[src/rtl/vga_pkg.sv]
// Shared VGA definitions: instruction layout, opcode constants and the
// arbiter port identifier. Used by the arbiter and by the VGA device.
package vga_pkg;

  localparam int unsigned INST_W = 12;
  localparam int unsigned OP_W   = 4;
  localparam int unsigned IMM_W  = 8;

  typedef logic [OP_W-1:0] vga_op_t;

  // Legal opcodes; anything above VGA_OP_MAX is rejected by the arbiter.
  localparam vga_op_t VGA_NOP    = 4'h0;
  localparam vga_op_t VGA_SYNC   = 4'h1;
  localparam vga_op_t VGA_LD0    = 4'h2;
  localparam vga_op_t VGA_LD1    = 4'h3;
  localparam vga_op_t VGA_LD2    = 4'h4;
  localparam vga_op_t VGA_LD3    = 4'h5;
  localparam vga_op_t VGA_LD4    = 4'h6;
  localparam vga_op_t VGA_LD5    = 4'h7;
  localparam vga_op_t VGA_LD6    = 4'h8;
  localparam vga_op_t VGA_LD7    = 4'h9;
  localparam vga_op_t VGA_OP_MAX = VGA_LD7;

  localparam logic [INST_W-1:0] VGA_INST_NOP = {VGA_NOP, IMM_W'(0)};

  typedef enum logic {
    PORT0 = 1'b0,
    PORT1 = 1'b1
  } vga_port_t;

  function automatic logic op_legal(input vga_op_t op);
    return op <= VGA_OP_MAX;
  endfunction

endpackage

[src/rtl/vga_inst_fifo.sv]
// Instruction FIFO, DEPTH entries of INST_W bits, power-of-two depth.
// Ports: clock, reset (sync, active-high); push/push_data write side;
// pop/head read side (head is the current oldest entry, valid when !empty);
// count/full/empty status from registered state.
module vga_inst_fifo
  import vga_pkg::*;
#(
  parameter  int unsigned DEPTH = 2,
  localparam int unsigned CNT_W = $clog2(DEPTH + 1)
) (
  input  logic              clock,
  input  logic              reset,
  input  logic              push,
  input  logic [INST_W-1:0] push_data,
  input  logic              pop,
  output logic [INST_W-1:0] head,
  output logic [CNT_W-1:0]  count,
  output logic              full,
  output logic              empty
);

  localparam int unsigned PTR_W = (DEPTH > 1) ? $clog2(DEPTH) : 1;

  logic [INST_W-1:0] mem_q [DEPTH];
  logic [INST_W-1:0] mem_d [DEPTH];
  logic [PTR_W-1:0]  wr_ptr_q, wr_ptr_d;
  logic [PTR_W-1:0]  rd_ptr_q, rd_ptr_d;
  logic [CNT_W-1:0]  count_q, count_d;
  logic              do_push, do_pop;

  assign full  = (count_q == CNT_W'(DEPTH));
  assign empty = (count_q == '0);
  assign count = count_q;
  assign head  = mem_q[rd_ptr_q];

  // Guard against overflow/underflow; pointers wrap naturally at power-of-two depth.
  always_comb begin
    mem_d    = mem_q;
    wr_ptr_d = wr_ptr_q;
    rd_ptr_d = rd_ptr_q;
    count_d  = count_q;
    do_push  = push & ~full;
    do_pop   = pop & ~empty;
    if (do_push) begin
      mem_d[wr_ptr_q] = push_data;
      wr_ptr_d        = wr_ptr_q + PTR_W'(1);
    end
    if (do_pop) begin
      rd_ptr_d = rd_ptr_q + PTR_W'(1);
    end
    case ({do_push, do_pop})
      2'b10:   count_d = count_q + CNT_W'(1);
      2'b01:   count_d = count_q - CNT_W'(1);
      default: count_d = count_q;
    endcase
  end

  always_ff @(posedge clock) begin
    if (reset) begin
      mem_q    <= '{default: '0};
      wr_ptr_q <= '0;
      rd_ptr_q <= '0;
      count_q  <= '0;
    end else begin
      mem_q    <= mem_d;
      wr_ptr_q <= wr_ptr_d;
      rd_ptr_q <= rd_ptr_d;
      count_q  <= count_d;
    end
  end

endmodule

[src/rtl/vga_inst_arbiter.sv]
// Two-port round-robin instruction arbiter in front of the VGA device.
// Ports: clock, reset (sync, active-high); reqN_inst/reqN_valid/reqN_ready
// valid/ready request ports; inst/inst_en registered instruction output;
// dropN one-cycle pulse for a rejected (illegal opcode) instruction;
// busy high while any instruction is queued or being issued.
module vga_inst_arbiter
  import vga_pkg::*;
#(
  parameter int unsigned DEPTH = 2
) (
  input  logic              clock,
  input  logic              reset,
  input  logic [INST_W-1:0] req0_inst,
  input  logic              req0_valid,
  output logic              req0_ready,
  input  logic [INST_W-1:0] req1_inst,
  input  logic              req1_valid,
  output logic              req1_ready,
  output logic [INST_W-1:0] inst,
  output logic              inst_en,
  output logic              drop0,
  output logic              drop1,
  output logic              busy
);

  localparam int unsigned CNT_W = $clog2(DEPTH + 1);

  logic [INST_W-1:0] head0, head1;
  logic [CNT_W-1:0]  count0, count1;
  logic              full0, full1, empty0, empty1;
  logic              acc0, acc1, push0, push1, pop0, pop1;
  logic              grant0, grant1;

  logic [INST_W-1:0] inst_q, inst_d;
  logic              inst_en_q, inst_en_d;
  logic              drop0_q, drop0_d;
  logic              drop1_q, drop1_d;
  vga_port_t         last_q, last_d;

  vga_inst_fifo #(.DEPTH(DEPTH)) u_fifo0 (
    .clock     (clock),
    .reset     (reset),
    .push      (push0),
    .push_data (req0_inst),
    .pop       (pop0),
    .head      (head0),
    .count     (count0),
    .full      (full0),
    .empty     (empty0)
  );

  vga_inst_fifo #(.DEPTH(DEPTH)) u_fifo1 (
    .clock     (clock),
    .reset     (reset),
    .push      (push1),
    .push_data (req1_inst),
    .pop       (pop1),
    .head      (head1),
    .count     (count1),
    .full      (full1),
    .empty     (empty1)
  );

  // Ready comes from registered occupancy only: a full FIFO never accepts,
  // even when it is being popped in the same cycle.
  assign req0_ready = ~full0;
  assign req1_ready = ~full1;

  assign acc0  = req0_valid & req0_ready & ~reset;
  assign acc1  = req1_valid & req1_ready & ~reset;
  assign push0 = acc0 & op_legal(req0_inst[INST_W-1 -: OP_W]);
  assign push1 = acc1 & op_legal(req1_inst[INST_W-1 -: OP_W]);

  // Round-robin: a lone requester wins; on a tie the port not granted last wins.
  assign grant0 = ~empty0 & (empty1 | (last_q == PORT1));
  assign grant1 = ~empty1 & (empty0 | (last_q == PORT0));

  always_comb begin
    inst_d    = VGA_INST_NOP;
    inst_en_d = 1'b0;
    last_d    = last_q;
    pop0      = 1'b0;
    pop1      = 1'b0;
    drop0_d   = acc0 & ~push0;
    drop1_d   = acc1 & ~push1;
    if (grant0) begin
      pop0      = 1'b1;
      inst_d    = head0;
      inst_en_d = 1'b1;
      last_d    = PORT0;
    end else if (grant1) begin
      pop1      = 1'b1;
      inst_d    = head1;
      inst_en_d = 1'b1;
      last_d    = PORT1;
    end
  end

  always_ff @(posedge clock) begin
    if (reset) begin
      inst_q    <= VGA_INST_NOP;
      inst_en_q <= 1'b0;
      drop0_q   <= 1'b0;
      drop1_q   <= 1'b0;
      last_q    <= PORT1;
    end else begin
      inst_q    <= inst_d;
      inst_en_q <= inst_en_d;
      drop0_q   <= drop0_d;
      drop1_q   <= drop1_d;
      last_q    <= last_d;
    end
  end

  assign inst    = inst_q;
  assign inst_en = inst_en_q;
  assign drop0   = drop0_q;
  assign drop1   = drop1_q;
  assign busy    = (count0 != '0) | (count1 != '0) | inst_en_q;

endmodule
[config.mk]
export PLATFORM = sky130hd
export DESIGN_NAME = vga_inst_arbiter
export DESIGN_NICKNAME = d
export VERILOG_FILES = /design/src/rtl/vga_pkg.sv /design/src/rtl/vga_inst_fifo.sv /design/src/rtl/vga_inst_arbiter.sv
export SDC_FILE = /design/constraint.sdc
export NUM_CORES = 1
export LEC_CHECK = 0
export CAP_MARGIN = 5
export CELL_PAD_IN_SITES_DETAIL_PLACEMENT = 1
export CELL_PAD_IN_SITES_GLOBAL_PLACEMENT = 1
export CORE_MARGIN = 2
export CORE_UTILIZATION = 23
export CTS_CLUSTER_DIAMETER = 100
export DETAILED_ROUTE_END_ITERATION = 12
export HOLD_SLACK_MARGIN = 0.03
export PLACE_DENSITY_LB_ADDON = 0.1
export SLEW_MARGIN = 10
export SYNTH_ARGS = -nofsm -noshare
export SYNTH_HDL_FRONTEND = slang
export SYNTH_HIERARCHICAL = 1
export SYNTH_SLANG_ARGS = --single-unit
export TNS_END_PERCENT = 5
[constraint.sdc]
create_clock -name clock -period 3.7 [get_ports clock]
set_input_delay 0.74 -clock clock [delete_from_list [all_inputs] [get_ports clock]]
set_output_delay 0.74 -clock clock [all_outputs]
set_load 0.02 [all_outputs]
# Word-level counts from Yosys, hierarchy flattened
# Cells that the tools add are included.
[word_totals] register_bits=72 mem_bits_rw=0 output_inout_bits=18 latchBits=0 input_bits=28 wordCells=98 rom_bits=0 n_memories=0
[classes] bitwise_logic=30 n_shift=0 n_lt_le_gt_ge=8 n_mux=22 reduce_logical=9 div=0 mul=0 n_eq_ne=6 add_sub_neg=8
[ops] cell="2-to-1 mux 12 bit" count=10
[ops] cell="bitwise mux 24 bit" count=2
[ops] cell="demux 12 bit (select 1 bit)" count=2
[ops] cell="AND 1 bit" count=14
[ops] cell="nonzero test 2 bit" count=5
[ops] cell="== test 2 bit (second input constant)" count=4
[ops] cell=">= comparator 2 bit (second input constant)" count=4
[ops] cell="less-or-equal comparator 4 bit (second input constant)" count=2
[ops] cell="NOT 1 bit" count=8
[ops] cell="NOT 1 -> 2 bit" count=4
[ops] cell="case mux 2 bit (2 select lines)" count=2
[ops] cell="2-to-1 mux 1 bit" count=6
[ops] cell="adder 1 bit (second input constant)" count=4
[ops] cell="adder 2 x 1 -> 2 bit (second input constant)" count=2
[ops] cell="== test 2 x 1 -> 1 bit (second input constant)" count=2
[ops] cell="logical NOT 2 bit" count=2
[ops] cell="< comparator 2 x 1 -> 1 bit (second input constant)" count=2
[ops] cell="bitwise OR 1 bit" count=4
[ops] cell="subtractor 2 x 1 -> 2 bit (second input constant)" count=2
[ops] cell="logical AND 1 bit" count=2

# Longest topological paths before layout
# Gate-level depths: netlist of run 1.
[depth] depth_word=8 ltp_mapped=11 mapped_depth_nobuf=10

# By module
# The synthesis of run 1 kept the hierarchy.
[modules_own_cells] module="vga_inst_fifo" cells_each=142 area_per_inst_um2=1338.8 n_inst=2 seq_area_each_um2=560.5
[modules_own_cells] module="vga_inst_arbiter" cells_each=67 area_per_inst_um2=618.1 n_inst=1 seq_area_each_um2=320.3

# Worst setup path after synthesis of run 1
# Ideal clock, no wire load.
[synth_path] kind="input -> register" start="input port reset" end="register u_fifo1.count_q[1], in the netlist u_fifo1/count[1]" path_stages=8 setup_ns=0.070 setup_slack_ns=1.529 required_time_ns=3.630 arrival_ns=2.101 n_path_buf=1 path_cell_list="clkbuf_1 -> nor2_1 -> nand2_1 -> nor2_1 -> nand2_1 -> ha_1 -> or3_1 -> a21oi_1"
[synth_via] elab_chain_cells=6 word_cells_on_any_way=8 cone_classes="eq/ne (2); mux (1); bitwise (4); reduce/logical (1)"
[synth_lines] item="start: declaration" line_no="vga_inst_arbiter.sv:12" text="input logic reset,"
[synth_lines] item="NOT 1 bit (*)" line_no="vga_inst_arbiter.sv:70" text="assign acc1 = req1_valid & req1_ready & ~reset;"
[synth_lines] item="AND 1 bit (*)" line_no="vga_inst_arbiter.sv:70"
[synth_lines] item="AND 1 bit (*)" line_no="vga_inst_arbiter.sv:72" text="assign push1 = acc1 & op_legal(req1_inst[INST_W-1 -: OP_W]);"
[synth_lines] item="named net push1" line_no="vga_inst_arbiter.sv:31" text="logic acc0, acc1, push0, push1, pop0, pop1;"
[synth_lines] item="AND 1 bit (*)" line_no="vga_inst_fifo.sv:42" text="do_push = push & ~full;"
[synth_lines] item="== test 2 x 1 -> 1 bit or == test 2 bit (tied branches)" line_no="vga_inst_fifo.sv:51" text="case ({do_push, do_pop})"
[synth_lines] item="case mux 2 bit (2 select lines) or nonzero test 2 bit (tied branches)"
[synth_lines] item="end signal: assignment" line_no="vga_inst_fifo.sv:68" text="count_q <= count_d;"
[synth_lines] item="end: declaration" line_no="vga_inst_fifo.sv:28" text="logic [CNT_W-1:0] count_q, count_d;"
# Mark *: on every way through the listed nets, which the timed path passes. The rest lies on a longest branch.
# A chain may end at the register's enable or synchronous reset.

# Final worst setup path of run 1
[layout_path] start="register u_fifo0.count_q[0], in the netlist u_fifo0/count[0]" end="output port req0_ready"
[layout_via] elab_chain_cells=2
[layout_lines] item="start: declaration" line_no="vga_inst_fifo.sv:28"
[layout_lines] item="start signal: assignment" line_no="vga_inst_fifo.sv:68"
[layout_lines] item="== test 2 bit" line_no="vga_inst_fifo.sv:31" text="assign full = (count_q == CNT_W'(DEPTH));"
[layout_lines] item="named net full0" line_no="vga_inst_arbiter.sv:30" text="logic full0, full1, empty0, empty1;"
[layout_lines] item="NOT 1 bit" line_no="vga_inst_arbiter.sv:66" text="assign req0_ready = ~full0;"
[layout_lines] item="end: declaration" line_no="vga_inst_arbiter.sv:15" text="output logic req0_ready,"
# The timed path passes the listed nets, and every way through them passes these cells.

==> results of run 1 <==
[layout make-up]
cell class              count  area, µm²
clock buffers              13        260
multi-input cells         249       1700
well taps                 180        225
fillers                  1609       9770
clock inverters             3       40.0
repair buffers             48        468
inverters                   7       26.3
flip-flops and latches     72       1440
[layer usage]
metal  GRT usage [%]  part of all wire (%)  vias to the layer above
met5               0                     0                        -
met4            6.18                   2.2                        0
met1            16.7                    51                     1211
met2            19.0                    44                       39
li1                -                     -                     1269
met3            2.61                   3.4                       11
[state kept, by name, summed over array words and instances, names as in the netlist]
signal / cells
u_fifo1/mem_q: 24
inst_en: 1
u_fifo0/rd_ptr_q: 1
u_fifo0/wr_ptr_q: 1
u_fifo1/rd_ptr_q: 1
u_fifo1/wr_ptr_q: 1
inst: 12
drop0: 1
u_fifo0/count: 2
last_q: 1
u_fifo0/mem_q: 24
drop1: 1
u_fifo1/count: 2
[worst paths after layout]
path                                           to  slack [ps]
worst max register to register  u_fifo0/mem_q[17]        1370
worst max-delay path                   req0_ready        1140
worst min-delay path            u_fifo1/mem_q[11]         470
worst min register to register  u_fifo1/mem_q[11]         470
[worst max-delay path, stage by stage (launching register included)]
cell,delay [ps]
dfxtp_1,470
nand2b_4,220
inv_2,110
inv_1,80
clkdlybuf4s50_1,600
[synth_stat cells, drive strengths merged]
library cell  count  share of area, %
nand2b           55                11
mux2i            24               7.3
o21ai            53               8.0
o21a              4              0.91
inv               7              0.80
o21ba             1              0.30
a21oi             6              0.91
mux2             24               8.2
a32oi            12               3.2
xor2              2              0.53
xnor2             4               1.1
nor3              1              0.15
buf              10               2.3
nand2             5              0.57
and2              1              0.19
nor2b            24               4.6
or3               2              0.38
and3              4              0.76
nor2             23               2.6
dfxtp            72                44
nand3             2              0.30
ha                2              0.76
clkbuf           13               1.6
[metrics by stage]
| step | power [mW] | util [%] |
|---|---|---|
| after global placement | 1.06 | 27.7 |
| after detailed placement | 1.06 | 27.7 |
| after global routing | 2.02 | 29.9 |
| after CTS | 1.97 | 29.9 |
| after floorplan | 0.975 | - |
| final | 1.93 | 29.9 |
[power by group through the flow]
stage                     logic (mW)  registers, mW  clock network (mW)
after floorplan                0.137          0.838                   0
after detailed placement       0.218          0.844                   0
final                          0.214          0.826               0.889
after global placement         0.216          0.843                   0
after CTS                      0.219          0.827               0.921
after global routing           0.238          0.830               0.954
[cell families after synthesis]
group	synth area share (%)
AOI/OAI and AO/OA	13.4
and+or+nand+nor	20.4
muxes	15.5
adders and majority gates	0.759
buffers and inverters	4.63
xor gates and xnor gates	1.59
DFF	43.7
==> impl_metrics.csv, run 1 <==
group,metric,value,unit
worst_setup_path,r2r_start,"u_fifo0/count[0]",
finish,stdcell_area,4160,µm²
timing,slew_headroom,54.0,%
synth,syn_area,3300,µm²
clocking,clock_path_buffers,2,
finish,n_antenna_cell,0,
die,die_h,124,µm
finish,layout-drive-gt1-share,12.0,%
timing,rsz0062_at_grt,"false",
place,dp_cells,556,
worst_hold_path,hp-class,"reg -> reg",
clocking,postCtsSetupBuffers,0,
power_and_ir_drop,combPwrFrac,11.1,%
die,dieArea,15300,µm²
worst_setup_path,path_max_fanout,15,
power_and_ir_drop,clockPowerShare,46.1,%
place,hpwl,6000,µm
finish,final_cells,572,
die,start_util,23.7,%
power_and_ir_drop,p_int,1.46,mW
power_and_ir_drop,leakage,1.52,nW
synth,synth_area_per_cell,9.39,µm²
global_route,overflow,0,
worst_setup_path,worstPathRequired,2960,ps
worst_setup_path,start_kind,"flop",
die,io_pins,46,
timing,slew_violations,0,
place,port_buffers,45,
worst_setup_path,endpoint_kind,"output pin",
timing,final_hold_viol_count,0,
timing,tns,0,ps
timing,fin_ws,1140,ps
power_and_ir_drop,switching_power,0.469,mW
detailed_routing,first_pass_iters,4,
clocking,path_clk_slew,60,ps
global_route,grt_use_total,12.5,%
place,place_ws,942,ps
detailed_routing,drtIter0Drc,108,
power_and_ir_drop,irDropWorstVdd,0.174,mV
synth,synth-warning-count,6,
clocking,htree_levels,3,
clocking,hold_buffers,0,
worst_setup_path,crit_type,"reg -> out",
detailed_routing,drc,0,
timing,setup_viol,0,
clocking,cts.sinks,72,
die,core-area,13900,µm²
global_route,grt_pass1_wl,14100,µm
detailed_routing,ant_nets,0,
global_route,grt_start_max_net_pins,77,
clocking,ctsResizeCount,0,
run,drv_cap,0,
detailed_routing,vias,2530,
timing,max_freq,0.391,GHz
timing,worstMarginPinSlew,689,ps
finish,final_common_cell,"dfxtp_1",
clocking,cts_tree,"built",
detailed_routing,viasPerCell,4.42,
timing,fin_crit,2560,ps
global_route,antenna_found_initial,0,
clocking,numCtsBuffers,9,
finish,most-common-layout-cells,"dfxtp_1 (72), nand2b_1 (53), o21ai_0 (51)",
clocking,insertion_delay,340,ps
timing,finalCritPeriodShare,69.2,%
synth,synth_cells,351,
power_and_ir_drop,switching_share,24.3,%
worst_setup_path,critPathLaunch,"u_fifo0/count[0]",
detailed_routing,routed_wl,8830,µm
worst_setup_path,arrival,1820,ps
worst_hold_path,min_from,"u_fifo1/mem_q[11]",
global_route,grt_pass1_vias,2679,
worst_setup_path,r2r_cells,8,
run_status,status,"completed",
clocking,clockRootBuffer,"clkbuf_16",
synth,synth-seq-cells,72,
synth,synth.distinct_cells,28,
power_and_ir_drop,seq_power_share,42.8,%
finish,fin_nets,417,
worst_hold_path,hold_depth,2,
synth,syn_nets,381,
detailed_routing,wire_per_inst,15.4,µm
power_and_ir_drop,p_per_area,463,nW/µm²
synth,ys_seq_area_share,43.7,%
die,fp.dieW,124,µm
die,rows,43,
place,place_area,3860,µm²
timing,final.setup_skew,7.75,ps
finish,syn_to_final_growth,26.3,%
place,finalWeightedCongestion,0.693,
timing,hold_slack,472,ps
(Power assumes the default switching activity.)
==> run 2, diff against run 1 <==
- clock period: 3.7 -> 2.08 ns (I/O delays scaled with it)
==> impl_metrics.csv, run 2 (synthesis results as in run 1) <==
group,metric,value,unit
clocking,postCtsSetupBuffers,0,
detailed_routing,wire_per_inst,15.5,µm
run,drv_cap,0,
detailed_routing,wl_met3,345,µm
detailed_routing,routed_wl,9180,µm
place,port_buffers,45,
detailed_routing,first_pass_iters,4,
detailed_routing,viasPerCell,4.46,
timing,final_hold_viol_count,0,
timing,finalCritPeriodShare,91.1,%
die,rows,43,
worst_setup_path,start_kind,"flop",
global_route,grt_use_total,12.8,%
place,finalWeightedCongestion,0.724,
timing,slew_headroom,60.0,%
timing,worstMarginPinSlew,600,ps
timing,setup_viol,0,
finish,most-common-layout-cells,"dfxtp_1 (69), nand2b_1 (53), o21ai_0 (51)",
global_route,antenna_found_initial,0,
detailed_routing,wl_met2,4290,µm
timing,rsz0062_at_grt,"false",
run_status,status,"completed",
power_and_ir_drop,p_per_area,766,nW/µm²
detailed_routing,wl_met1,4460,µm
clocking,cts_tree,"built",
worst_setup_path,path_max_fanout,8,
die,dieArea,15300,µm²
timing,slew_violations,0,
clocking,insertion_delay,330,ps
clocking,htree_levels,3,
finish,n_antenna_cell,0,
worst_hold_path,hp-class,"reg -> reg",
detailed_routing,vias,2650,
finish,fin_nets,441,
worst_setup_path,endpoint_kind,"flop",
timing,fin_crit,1900,ps
clocking,cts.sinks,72,
finish,syn_to_final_growth,32.6,%
worst_setup_path,crit_type,"reg -> reg",
die,io_pins,46,
worst_setup_path,arrival,2150,ps
die,fp.dieW,124,µm
place,hpwl,6510,µm
die,core-area,13900,µm²
detailed_routing,highest_layer,"met4",
power_and_ir_drop,leakage,1.64,nW
die,start_util,23.7,%
finish,final_common_cell,"dfxtp_1",
clocking,clockRootBuffer,"clkbuf_16",
clocking,numCtsBuffers,9,
global_route,grt_pass1_vias,2782,
die,die_h,124,µm
global_route,grt_pass1_wl,14600,µm
clocking,clock_path_buffers,2,
detailed_routing,drtIter0Drc,151,
finish,layout-drive-gt1-share,17.6,%
timing,max_freq,0.528,GHz
global_route,grt_start_max_net_pins,67,
detailed_routing,ant_nets,0,
timing,hold_slack,471,ps
timing,final.setup_skew,6.77,ps
global_route,overflow,0,
worst_setup_path,worstPathRequired,2340,ps
power_and_ir_drop,irDropWorstVdd,0.429,mV
finish,final_util,31.4,%
detailed_routing,drc,0,
clocking,path_clk_slew,60,ps
## run 2: changes by cell type in the layout (fill, tap and decap cells not counted), moves of 2 or more
cell / delta
buf_4: +20
buf_12: +4
clkdlybuf4s50_1: -3
dfxtp_1: -3
dlygate4sd2_1: +3
clkinv_2: -2
dfxtp_2: +2
## run 2: where the power goes
group	leakage [nW]	internal (mW)	switching (mW)
sequential	0.585	1.43	0.0348
combinational	0.921	0.216	0.220
clock	0.135	0.893	0.553
## run 2: worst paths after layout
check,startpoint,to,slack [ps],cells after the start
setup reg to reg,u_fifo0/count[0],u_fifo0/count[1],180,9
setup / recovery,u_fifo0/count[0],u_fifo0/count[1],180,9
hold / removal,u_fifo1/mem_q[5],u_fifo1/mem_q[5],470,2
hold reg to reg,u_fifo1/mem_q[5],u_fifo1/mem_q[5],470,2
## run 2: worst max-delay path: stages, from the launching register on
cell and delay [ps]:
dfxtp_4 380, nand2b_4 160, inv_2 80, nor2_1 140
nand2_1 70, nor2_1 120, nand2_1 70, ha_1 290
or3_1 350, a21oi_1 150
## run 2: final cells by class
| type | instances | area (µm²) |
|---|---|---|
| clock buffer | 14 | 274 |
| fill | 1619 | 9560 |
| inverter | 7 | 26.3 |
| multi-input combinational | 249 | 1700 |
| sequential | 72 | 1450 |
| tap | 180 | 225 |
| timing repair buffer | 72 | 694 |
## run 2: metal layers
layer	track usage, %	vias to the layer above
li1	-	1314
met2	20.5	46
met3	4.49	5
met4	3.20	0
met1	16.6	1285
met5	0	-
## run 2: repair_timing
item                                    CTS  global route
hold endpoints to repair                  0             0
endpoints found under the setup margin    3             3
gates resized for setup                   5             3
hold buffers                              0             0
## run 2: stage by stage
step / setup TNS (ps) / std cells / power [mW] / instance area [µm²] / worst slack, ps
final: 0 / 594 / 3.35 / 4370 / 185
after global routing: 0 / 594 / 3.52 / 4370 / 33.5
after CTS: 0 / 594 / 3.42 / 4370 / 106
after detailed placement: -155 / 580 / 1.95 / 4090 / -106
after global placement: -70.5 / 580 / 1.94 / 4090 / -55.6
after floorplan: 0 / 351 / 1.73 / 3300 / 41.5
